===== config.mk =====
export PLATFORM = sky130hd
export DESIGN_NAME = fifo_drain_flat
export DESIGN_NICKNAME = d
export VERILOG_FILES = /design/src/rtl/fifo_drain_pkg.sv /design/src/rtl/fifo_drain_if.sv /design/src/rtl/drain_buf2.sv /design/src/rtl/fifo_drain.sv /design/src/flat_wrapper.sv
export SDC_FILE = /design/constraint.sdc
export NUM_CORES = 1
export LEC_CHECK = 0
export ABC_AREA = 1
export CORE_AREA = 2 2 69 71
export CTS_CLUSTER_SIZE = 28
export DETAILED_ROUTE_END_ITERATION = 16
export DIE_AREA = 0 0 71 73
export PLACE_DENSITY_LB_ADDON = 0.12
export SKIP_LAST_GASP = 1
export SLEW_MARGIN = 20
export SYNTH_ARGS = -nofsm -noshare
export SYNTH_HDL_FRONTEND = slang
export SYNTH_SLANG_ARGS = --single-unit

===== constraint.sdc =====
create_clock -name clk -period 2.1 [get_ports clk]
set_input_delay 0.63 -clock clk [delete_from_list [all_inputs] [get_ports clk]]
set_output_delay 0.63 -clock clk [all_outputs]
set_load 0.005 [all_outputs]

===== src/rtl/fifo_drain_pkg.sv =====
// Shared types for the fifo_drain stream stage: buffer occupancy encoding and depth.
package fifo_drain_pkg;

    typedef enum logic [1:0] {
        EMPTY = 2'd0,
        ONE   = 2'd1,
        TWO   = 2'd2
    } occ_t;

    localparam int unsigned MAX_OCC = 2;

endpackage


===== src/rtl/fifo_drain_if.sv =====
// Upstream fifo_flops pop port plus downstream valid/ready stream, bundled for fifo_drain.
interface fifo_drain_if #(
    parameter int unsigned BITS = 16
) ();

    logic [BITS-1:0] fifo_dout;
    logic            fifo_pndng;
    logic            fifo_pop;
    logic [BITS-1:0] dout;
    logic            dout_valid;
    logic            dout_ready;

    // master = the drain stage, slave = the surrounding FIFO and sink
    modport master (
        input  fifo_dout, fifo_pndng, dout_ready,
        output fifo_pop, dout, dout_valid
    );

    modport slave (
        output fifo_dout, fifo_pndng, dout_ready,
        input  fifo_pop, dout, dout_valid
    );

endinterface


===== src/rtl/drain_buf2.sv =====
// Two-entry register buffer; head is always the oldest word, push and pop may coincide.
module drain_buf2
    import fifo_drain_pkg::*;
#(
    parameter int unsigned BITS = 16
) (
    input  logic            clk,
    input  logic            rst,
    input  logic            i_push,
    input  logic [BITS-1:0] i_data,
    input  logic            i_pop,
    output logic [BITS-1:0] o_head,
    output occ_t            o_occ,
    output logic            o_valid
);

    occ_t            r_state;
    occ_t            w_next;
    logic [BITS-1:0] r_head;
    logic [BITS-1:0] r_tail;

    always_ff @(posedge clk or negedge rst) begin
        if (!rst) begin
            r_state <= EMPTY;
        end else begin
            r_state <= w_next;
        end
    end

    always_comb begin
        w_next = r_state;
        case (r_state)
            EMPTY: if (i_push) w_next = ONE;
            ONE: begin
                if (i_push && !i_pop)      w_next = TWO;
                else if (!i_push && i_pop) w_next = EMPTY;
            end
            TWO:   if (i_pop && !i_push) w_next = ONE;
            default: w_next = EMPTY;
        endcase
    end

    always_comb begin
        o_head  = r_head;
        o_occ   = r_state;
        o_valid = (r_state != EMPTY);
    end

    // Storage follows the occupancy: a pop in TWO promotes the tail to head
    always_ff @(posedge clk or negedge rst) begin
        if (!rst) begin
            r_head <= '0;
            r_tail <= '0;
        end else begin
            case (r_state)
                EMPTY: if (i_push) r_head <= i_data;
                ONE: begin
                    if (i_push && i_pop)  r_head <= i_data;
                    else if (i_push)      r_tail <= i_data;
                end
                TWO: begin
                    if (i_pop) begin
                        r_head <= r_tail;
                        if (i_push) r_tail <= i_data;
                    end
                end
                default: ;
            endcase
        end
    end

endmodule


===== src/rtl/fifo_drain.sv =====
// Pops fifo_flops while words are pending and forwards them on a valid/ready stream.
// Optional statistics counters are built when FIFO_DRAIN_STATS_EN is defined.
module fifo_drain
    import fifo_drain_pkg::*;
#(
    parameter int unsigned BITS  = 16,
    parameter int unsigned CNT_W = 16
) (
    input  logic               clk,
    input  logic               rst,
    input  logic               en,
    fifo_drain_if.master       bus,
    output logic               idle
`ifdef FIFO_DRAIN_STATS_EN
   ,output logic [CNT_W-1:0]   words_out,
    output logic [CNT_W-1:0]   stall_cyc
`endif
);

    logic [BITS-1:0] w_head;
    occ_t            w_occ;
    logic            w_valid;
    logic            w_acc;
    logic            w_pop;

    if (CNT_W == 0) begin : g_bad_cnt_w
        $error("fifo_drain: CNT_W must be nonzero");
    end

    assign w_acc = w_valid & bus.dout_ready;
    // A full buffer only takes a new word when the head leaves in the same cycle
    assign w_pop = rst & en & bus.fifo_pndng &
                   ((w_occ != occ_t'(MAX_OCC)) | bus.dout_ready);

    drain_buf2 #(
        .BITS (BITS)
    ) u_buf (
        .clk     (clk),
        .rst     (rst),
        .i_push  (w_pop),
        .i_data  (bus.fifo_dout),
        .i_pop   (w_acc),
        .o_head  (w_head),
        .o_occ   (w_occ),
        .o_valid (w_valid)
    );

    assign bus.fifo_pop   = w_pop;
    assign bus.dout       = w_head;
    assign bus.dout_valid = w_valid;
    assign idle           = (w_occ == EMPTY) & ~bus.fifo_pndng;

`ifdef FIFO_DRAIN_STATS_EN
    logic [CNT_W-1:0] r_words_out;
    logic [CNT_W-1:0] r_stall_cyc;

    // Saturating counters, cleared only by reset
    always_ff @(posedge clk or negedge rst) begin
        if (!rst) begin
            r_words_out <= '0;
            r_stall_cyc <= '0;
        end else begin
            if (w_acc && (r_words_out != '1))
                r_words_out <= r_words_out + CNT_W'(1);
            if (w_valid && !bus.dout_ready && (r_stall_cyc != '1))
                r_stall_cyc <= r_stall_cyc + CNT_W'(1);
        end
    end

    assign words_out = r_words_out;
    assign stall_cyc = r_stall_cyc;
`endif

endmodule

===== src/flat_wrapper.sv =====
// flat-port wrapper written by rule: the top's interface ports become plain ports
module fifo_drain_flat import fifo_drain_pkg::*;
#(
    parameter int unsigned BITS  = 16,
    parameter int unsigned CNT_W = 16
)
  (clk, rst, en, idle, bus_fifo_dout, bus_fifo_pndng, bus_dout_ready, bus_fifo_pop, bus_dout, bus_dout_valid);
  fifo_drain_if #(.BITS(BITS)) bus_i ();
  input  logic clk;
  input  logic rst;
  input  logic en;
  output logic idle;
  input wire logic [$bits(bus_i.fifo_dout)-1:0] bus_fifo_dout;
  input wire logic [$bits(bus_i.fifo_pndng)-1:0] bus_fifo_pndng;
  input wire logic [$bits(bus_i.dout_ready)-1:0] bus_dout_ready;
  output wire logic [$bits(bus_i.fifo_pop)-1:0] bus_fifo_pop;
  output wire logic [$bits(bus_i.dout)-1:0] bus_dout;
  output wire logic [$bits(bus_i.dout_valid)-1:0] bus_dout_valid;
  assign bus_i.fifo_dout = bus_fifo_dout;
  assign bus_i.fifo_pndng = bus_fifo_pndng;
  assign bus_i.dout_ready = bus_dout_ready;
  assign bus_fifo_pop = bus_i.fifo_pop;
  assign bus_dout = bus_i.dout;
  assign bus_dout_valid = bus_i.dout_valid;
  fifo_drain #(.BITS(BITS), .CNT_W(CNT_W)) u_core (.clk(clk), .rst(rst), .en(en), .bus(bus_i), .idle(idle));
endmodule

==> impl_metrics.yaml, run 1 <==
routing:
  via_per_inst: 4.55
  wirelength_um: 4000
  wl_per_cell_um: 11.9
  vias: 1532
  ant_nets: 0
  drcViolationCount: 0
  drt_iter0_markers: 67
  drtPass1Iterations: 4
yosys:
  synth_top_family_by_area: "simple AND/OR/NAND/NOR gates"
  yosys.area_share.simple: 0.428
  synth_xor_xnor_area_share: 0
  synth-warning-count: 0
  synth_top_area_frac: 0.492
  synthMuxAreaShare: 0
  synthAdderAreaFrac: 0.0217
  syn-num-nets: 249
  synthCells: 225
  synth_area_leaders: "dfrtp_1, nand2_1, nand3_1"
  synthDistinctLibCells: 20
  synth_compound_area_frac: 0
  ys_seq_elements: 34
  netlist_area_sq_mm: 0.00173
  avgSynthCellArea_sq_um: 7.69
  yosys.area.top_type: "dfrtp_1"
  ys_seq_area_frac: 0.492
place:
  port_buffers: 39
  gp_congestion: 0.797
  place_area_sq_mm: 0.00225
  dp_hpwl_um: 2850
timing:
  layout_min_cycle_time_ns: 2.00
  fin_crit_sh: 0.954
  slew_headroom: 0.707
  setup_tns_ns: 0
  grt_setup_unrepaired: "false"
  max_freq_mhz: 499
  setup_viol: 0
  finClkSkew_ns: 0.00263
  tightestPinTransition_ns: 0.440
  hold_viol_final: 0
  drv_slew: 0
worst_setup_path:
  critPathMaxFanout: 4
  path_cells: "nor2_4 > inv_1 > clkdlybuf4s50_1"
  reg2reg_slack_ns: 0.36
  start_kind: "flip-flop"
  end_kind: "primary output"
  cp.buffers_inverters: 2
  slowest_delay_ns: 0.45
  crit_slowest_cell: "dfrtp_2"
  cp.arrival_ns: 1.37
  crit_type: "flip-flop to primary output"
  critical_path.top_delay_family: "buffers and inverters"
  worstPathRequired_ns: 1.47
finish:
  nets: 306
  fin_area_sq_mm: 0.00245
  diodes: 0
  areaGrowthSynthToFinish_pct: 41.6
  drive_gt1_frac: 0.205
  mostFrequentLayoutCells: "nand2_1, clkdlybuf4s50_1, dfrtp_1"
  final_common_cell: "nand2_1"
clock_tree:
  cts.reportedPaths.clkPinSlew_ns: 0.06
  cts.sinks: 34
  cts_tree: "yes"
  insertion_delay_ns: 0.28
  htree_levels: 2
  cts.path.max_buffers: 2
  clockRootBuffer: "clkbuf_8"
  cts_made_buffers: 5
run:
  cap_violations: 0
floorplan:
  initial_core_util: 0.381
  ios: 40
  placementRows: 25
  die_w_um: 71
  die_area_sq_mm: 0.00518
  dieHeight_um: 73
  fp.coreArea_sq_mm: 0.00454
pwr:
  power.leakage_nw: 1.31
  power.density_mw_per_mm2: 1310
  vdd_ir_drop_max_v: 0.000567
global_route:
  grt_pass1_wl_um: 6800
  antenna_found_initial: 0
  track_usage: 0.171
  overflow: 0
  grt_pass1_vias: 1478
  grt_max_degree: 35
run_status:
  status: "completed"
worst_hold_path:
  hold_path.class: "flip-flop to flip-flop"
report_power, final:
group,switching (mW),total (mW),internal (mW)
combinational,0.730,1.51,0.782
sequential,0.170,1.15,0.980
clock,0.225,0.556,0.331
total,1.13,3.22,2.09
cells in the mapped netlist:
cell and count:
inv_4 1, nand2_1 127, nor2_2 1, nand2_4 2, nor2_4 2, nand3b_2 1, inv_1 6, dfrtp_1 34
buf_8 1, nor2_1 4, nand3_1 20, nand3_2 1, buf_2 3, clkinv_2 1, nand2_2 11, ha_1 3
buf_4 2, nand4_1 1, inv_2 3, buf_6 1
worst paths after layout:
path | startpoint | cells past startpoint | to
setup / recovery | u_core.u_buf.o_occ[1] | 3 | bus_dout_valid
max in group asynchronous | rst | 3 | u_core.u_buf.o_occ[1]
hold reg to reg | u_core.u_buf.r_tail[4] | 2 | u_core.u_buf.r_tail[4]
hold / removal | u_core.u_buf.r_tail[4] | 2 | u_core.u_buf.r_tail[4]
min in group asynchronous | rst | 3 | u_core.u_buf.o_occ[0]
setup reg to reg | u_core.u_buf.o_occ[0] | 11 | u_core.u_buf.r_tail[1]
what timing repair did:
item | 4_1_cts | 5_1_grt
setup endpoints to repair | 34 | 34
setup buffers | 2 | 1
resized for setup | 12 | 12
hold endpoints to repair | 0 | 0
pin swaps | 3 | 3
hold buffers | 0 | 0
worst reg2reg max path, cell delays in order (launching register included):
cell and delay [ns]:
dfrtp_1 0.42, inv_2 0.09, nand3_2 0.07, nand2_2 0.09, clkinv_2 0.07, buf_4 0.14
ha_1 0.18, nand3b_4 0.19, nand2_4 0.14, buf_6 0.14, nand3_1 0.08, nand2_1 0.08
through the flow:
| stage | utilization | std cells | power (mW) | setup slack [ns] | hold WS (ns) |
|---|---|---|---|---|---|
| finish | 0.540 | 337 | 3.22 | 0.0973 | 0.469 |
| global route | 0.540 | 337 | 3.51 | 0.0227 | 0.500 |
| CTS | 0.529 | 336 | 3.23 | -0.0699 | 0.475 |
| detailed placement | 0.496 | 326 | 2.57 | -0.466 | 0.458 |
| global placement | 0.496 | 326 | 2.54 | -0.462 | 0.454 |
| floorplan | - | 225 | 1.89 | 0.00179 | 0.334 |
sequential cells by signal, indices dropped and copies added (netlist names):
signal	flops
u_core.u_buf.o_occ	2
u_core.u_buf.r_tail	16
u_core.u_buf.o_head	16
final cells by class:
class,instances,area [sq um]
fill,442,2090
timing repair buffer,57,557
sequential,34,852
multi-input combinational,173,817
tap,54,67.6
clock buffer,8,110
inverter,11,45.0
logic make-up after synthesis:
kind of cell | Yosys count
adders and majority gates | 3
DFF | 34
buffers and inverters | 18
and+or+nand+nor | 170
metal layers:
| metal | part of all wire | global-route usage | up-vias |
|---|---|---|---|
| li1 | - | - | 800 |
| met1 | 0.45 | 0.221 | 691 |
| met2 | 0.49 | 0.283 | 35 |
| met3 | 0.044 | 0.0414 | 6 |
| met4 | 0.015 | 0.0566 | 0 |
| met5 | 0 | 0 | - |
Power figures use the tool's default switching activity.
==> inputs of run 2 (changes only) <==
--- a/config.mk
+++ b/config.mk
@@ -10,9 +10,8 @@
 export CTS_CLUSTER_SIZE = 28
 export DETAILED_ROUTE_END_ITERATION = 16
 export DIE_AREA = 0 0 71 73
+export GPL_ROUTABILITY_DRIVEN = 0
 export PLACE_DENSITY_LB_ADDON = 0.12
-export SKIP_LAST_GASP = 1
-export SLEW_MARGIN = 20
 export SYNTH_ARGS = -nofsm -noshare
 export SYNTH_HDL_FRONTEND = slang
 export SYNTH_SLANG_ARGS = --single-unit
==> run 2 against run 1 <==
  * Die area stayed put
  * Critical path type unchanged
  * Sequential cell count stayed put
  * Routed wire length hardly changed
  * Count of clock-buffer cells in the layout stayed put
  * Final area stayed put
  * Fmax stayed put
  * Utilization stayed put
  * Register-to-register slack hardly changed
  * Non-clock buffer count stayed put
  * Clock power hardly changed
  * Sequential power hardly changed
  * Worst hold slack stayed put
==> impl_metrics.yaml, run 2 (synthesized netlist as in run 1, its figures left out) <==
run_status:
  status: "completed"
floorplan:
  die_w_um: 71
  ios: 40
  initial_core_util: 0.381
  die_area_sq_mm: 0.00518
  fp.coreArea_sq_mm: 0.00454
  dieHeight_um: 73
  placementRows: 25
worst_setup_path:
  end_kind: "primary output"
  reg2reg_slack_ns: 0.36
  slowest_delay_ns: 0.45
  r2r_cells: 11
  cp.arrival_ns: 1.37
  critical_path.top_delay_family: "buffers and inverters"
  start_kind: "flip-flop"
  critPathMaxFanout: 4
  timing.rr.end: "u_core.u_buf.r_tail[2]"
  worstPathRequired_ns: 1.47
  crit_slowest_cell: "dfrtp_2"
  crit_type: "flip-flop to primary output"
  worstReg2RegStart: "u_core.u_buf.o_occ[0]"
  cp.buffers_inverters: 2
  path_cells: "nor2_4 > inv_1 > clkdlybuf4s50_1"
pwr:
  power.density_mw_per_mm2: 1320
  vdd_ir_drop_max_v: 0.000567
  power.leakage_nw: 1.31
timing:
  setup_viol: 0
  finClkSkew_ns: 0.00266
  setup_tns_ns: 0
  drv_slew: 0
  hold_viol_final: 0
  fin_crit_sh: 0.954
  grt_setup_unrepaired: "false"
  slew_headroom: 0.707
  layout_min_cycle_time_ns: 2.00
  tightestPinTransition_ns: 0.440
  max_freq_mhz: 499
routing:
  vias: 1532
  wirelength_um: 4010
  drcViolationCount: 0
  drtPass1Iterations: 4
  drt_iter0_markers: 67
  via_per_inst: 4.55
  wl_per_cell_um: 11.9
  ant_nets: 0
finish:
  final_cells: 337
  mostFrequentLayoutCells: "nand2_1, clkdlybuf4s50_1, dfrtp_1"
  diodes: 0
  fin_util: 0.540
  areaGrowthSynthToFinish_pct: 41.6
  final_common_cell: "nand2_1"
  fin_area_sq_mm: 0.00245
  drive_gt1_frac: 0.205
  nets: 306
place:
  dp_hpwl_um: 2850
  port_buffers: 39
  place_area_sq_mm: 0.00225
  dp_cells: 326
global_route:
  antenna_found_initial: 0
  overflow: 0
  track_usage: 0.171
  grt_pass1_vias: 1478
  grt_pass1_wl_um: 6800
  grt_max_degree: 35
worst_hold_path:
  min_from: "u_core.u_buf.r_tail[4]"
  min_to: "u_core.u_buf.r_tail[4]"
  hold_path.class: "flip-flop to flip-flop"
  worstHoldPathCells: 2
clock_tree:
  ctsHoldBuffers: 0
  cts.reportedPaths.clkPinSlew_ns: 0.06
  htree_levels: 2
  insertion_delay_ns: 0.28
  clockRootBuffer: "clkbuf_8"
  cts_tree: "yes"
  cts.sinks: 34
  cts_made_buffers: 5
  cts.path.max_buffers: 2
run:
  cap_violations: 0
run 2: cell counts in the layout (fill, tap and decap cells not counted):
Identical to the previous run, type by type.
run 2: how the worst max path moves through the flow:
| stage | startpoint | endpoint | cells past startpoint |
|---|---|---|---|
| floorplan | bus_dout_ready | u_core.u_buf.r_tail[10] | 12 |
| global placement | bus_fifo_pndng | bus_fifo_pop | 6 |
| detailed placement | bus_dout_ready | u_core.u_buf.o_head[3] | 12 |
| CTS | en | bus_fifo_pop | 6 |
| global route | u_core.u_buf.o_occ[1] | bus_dout_valid | 3 |
| finish | u_core.u_buf.o_occ[1] | bus_dout_valid | 3 |
run 2: area by class of cell:
cell class,instances,area (sq um)
fillers,442,2090
flip-flops and latches,34,852
well taps,54,67.6
multi-input cells,173,817
repair buffers,57,557
clock buffers,8,110
inverters,11,45.0
run 2: power breakdown:
group / internal (mW) / switching [mW] / total [mW]
sequential: 0.980 / 0.170 / 1.15
combinational: 0.783 / 0.731 / 1.51
clock: 0.331 / 0.225 / 0.556
run 2: tightest hold or removal path, delay by kind of cell, from the launching register on:
kind             cells  cell delay [ns]
flip-flops           1             0.34
AND/OR/NAND/NOR      2             0.10
run 2: per-stage QoR:
step	setup WS [ns]	hold WS (ns)	power [mW]
after floorplan	0.00179	0.334	1.89
after global placement	-0.462	0.454	2.54
after detailed placement	-0.466	0.458	2.57
after CTS	-0.0482	0.475	3.23
after global routing	0.0227	0.500	3.51
final	0.0973	0.469	3.22
run 2: routing by layer:
layer,GRT usage,up-vias,part of all wire
met5,0,-,0
met4,0.0566,0,0.015
met3,0.0414,6,0.044
met2,0.283,35,0.49
met1,0.220,691,0.45
li1,-,800,-
run 2: timing repair:
item                                    in CTS  in global routing
gates resized for setup                     13                 11
setup buffers                                2                  1
endpoints found under the setup margin      34                 34
pin swaps                                    3                  5
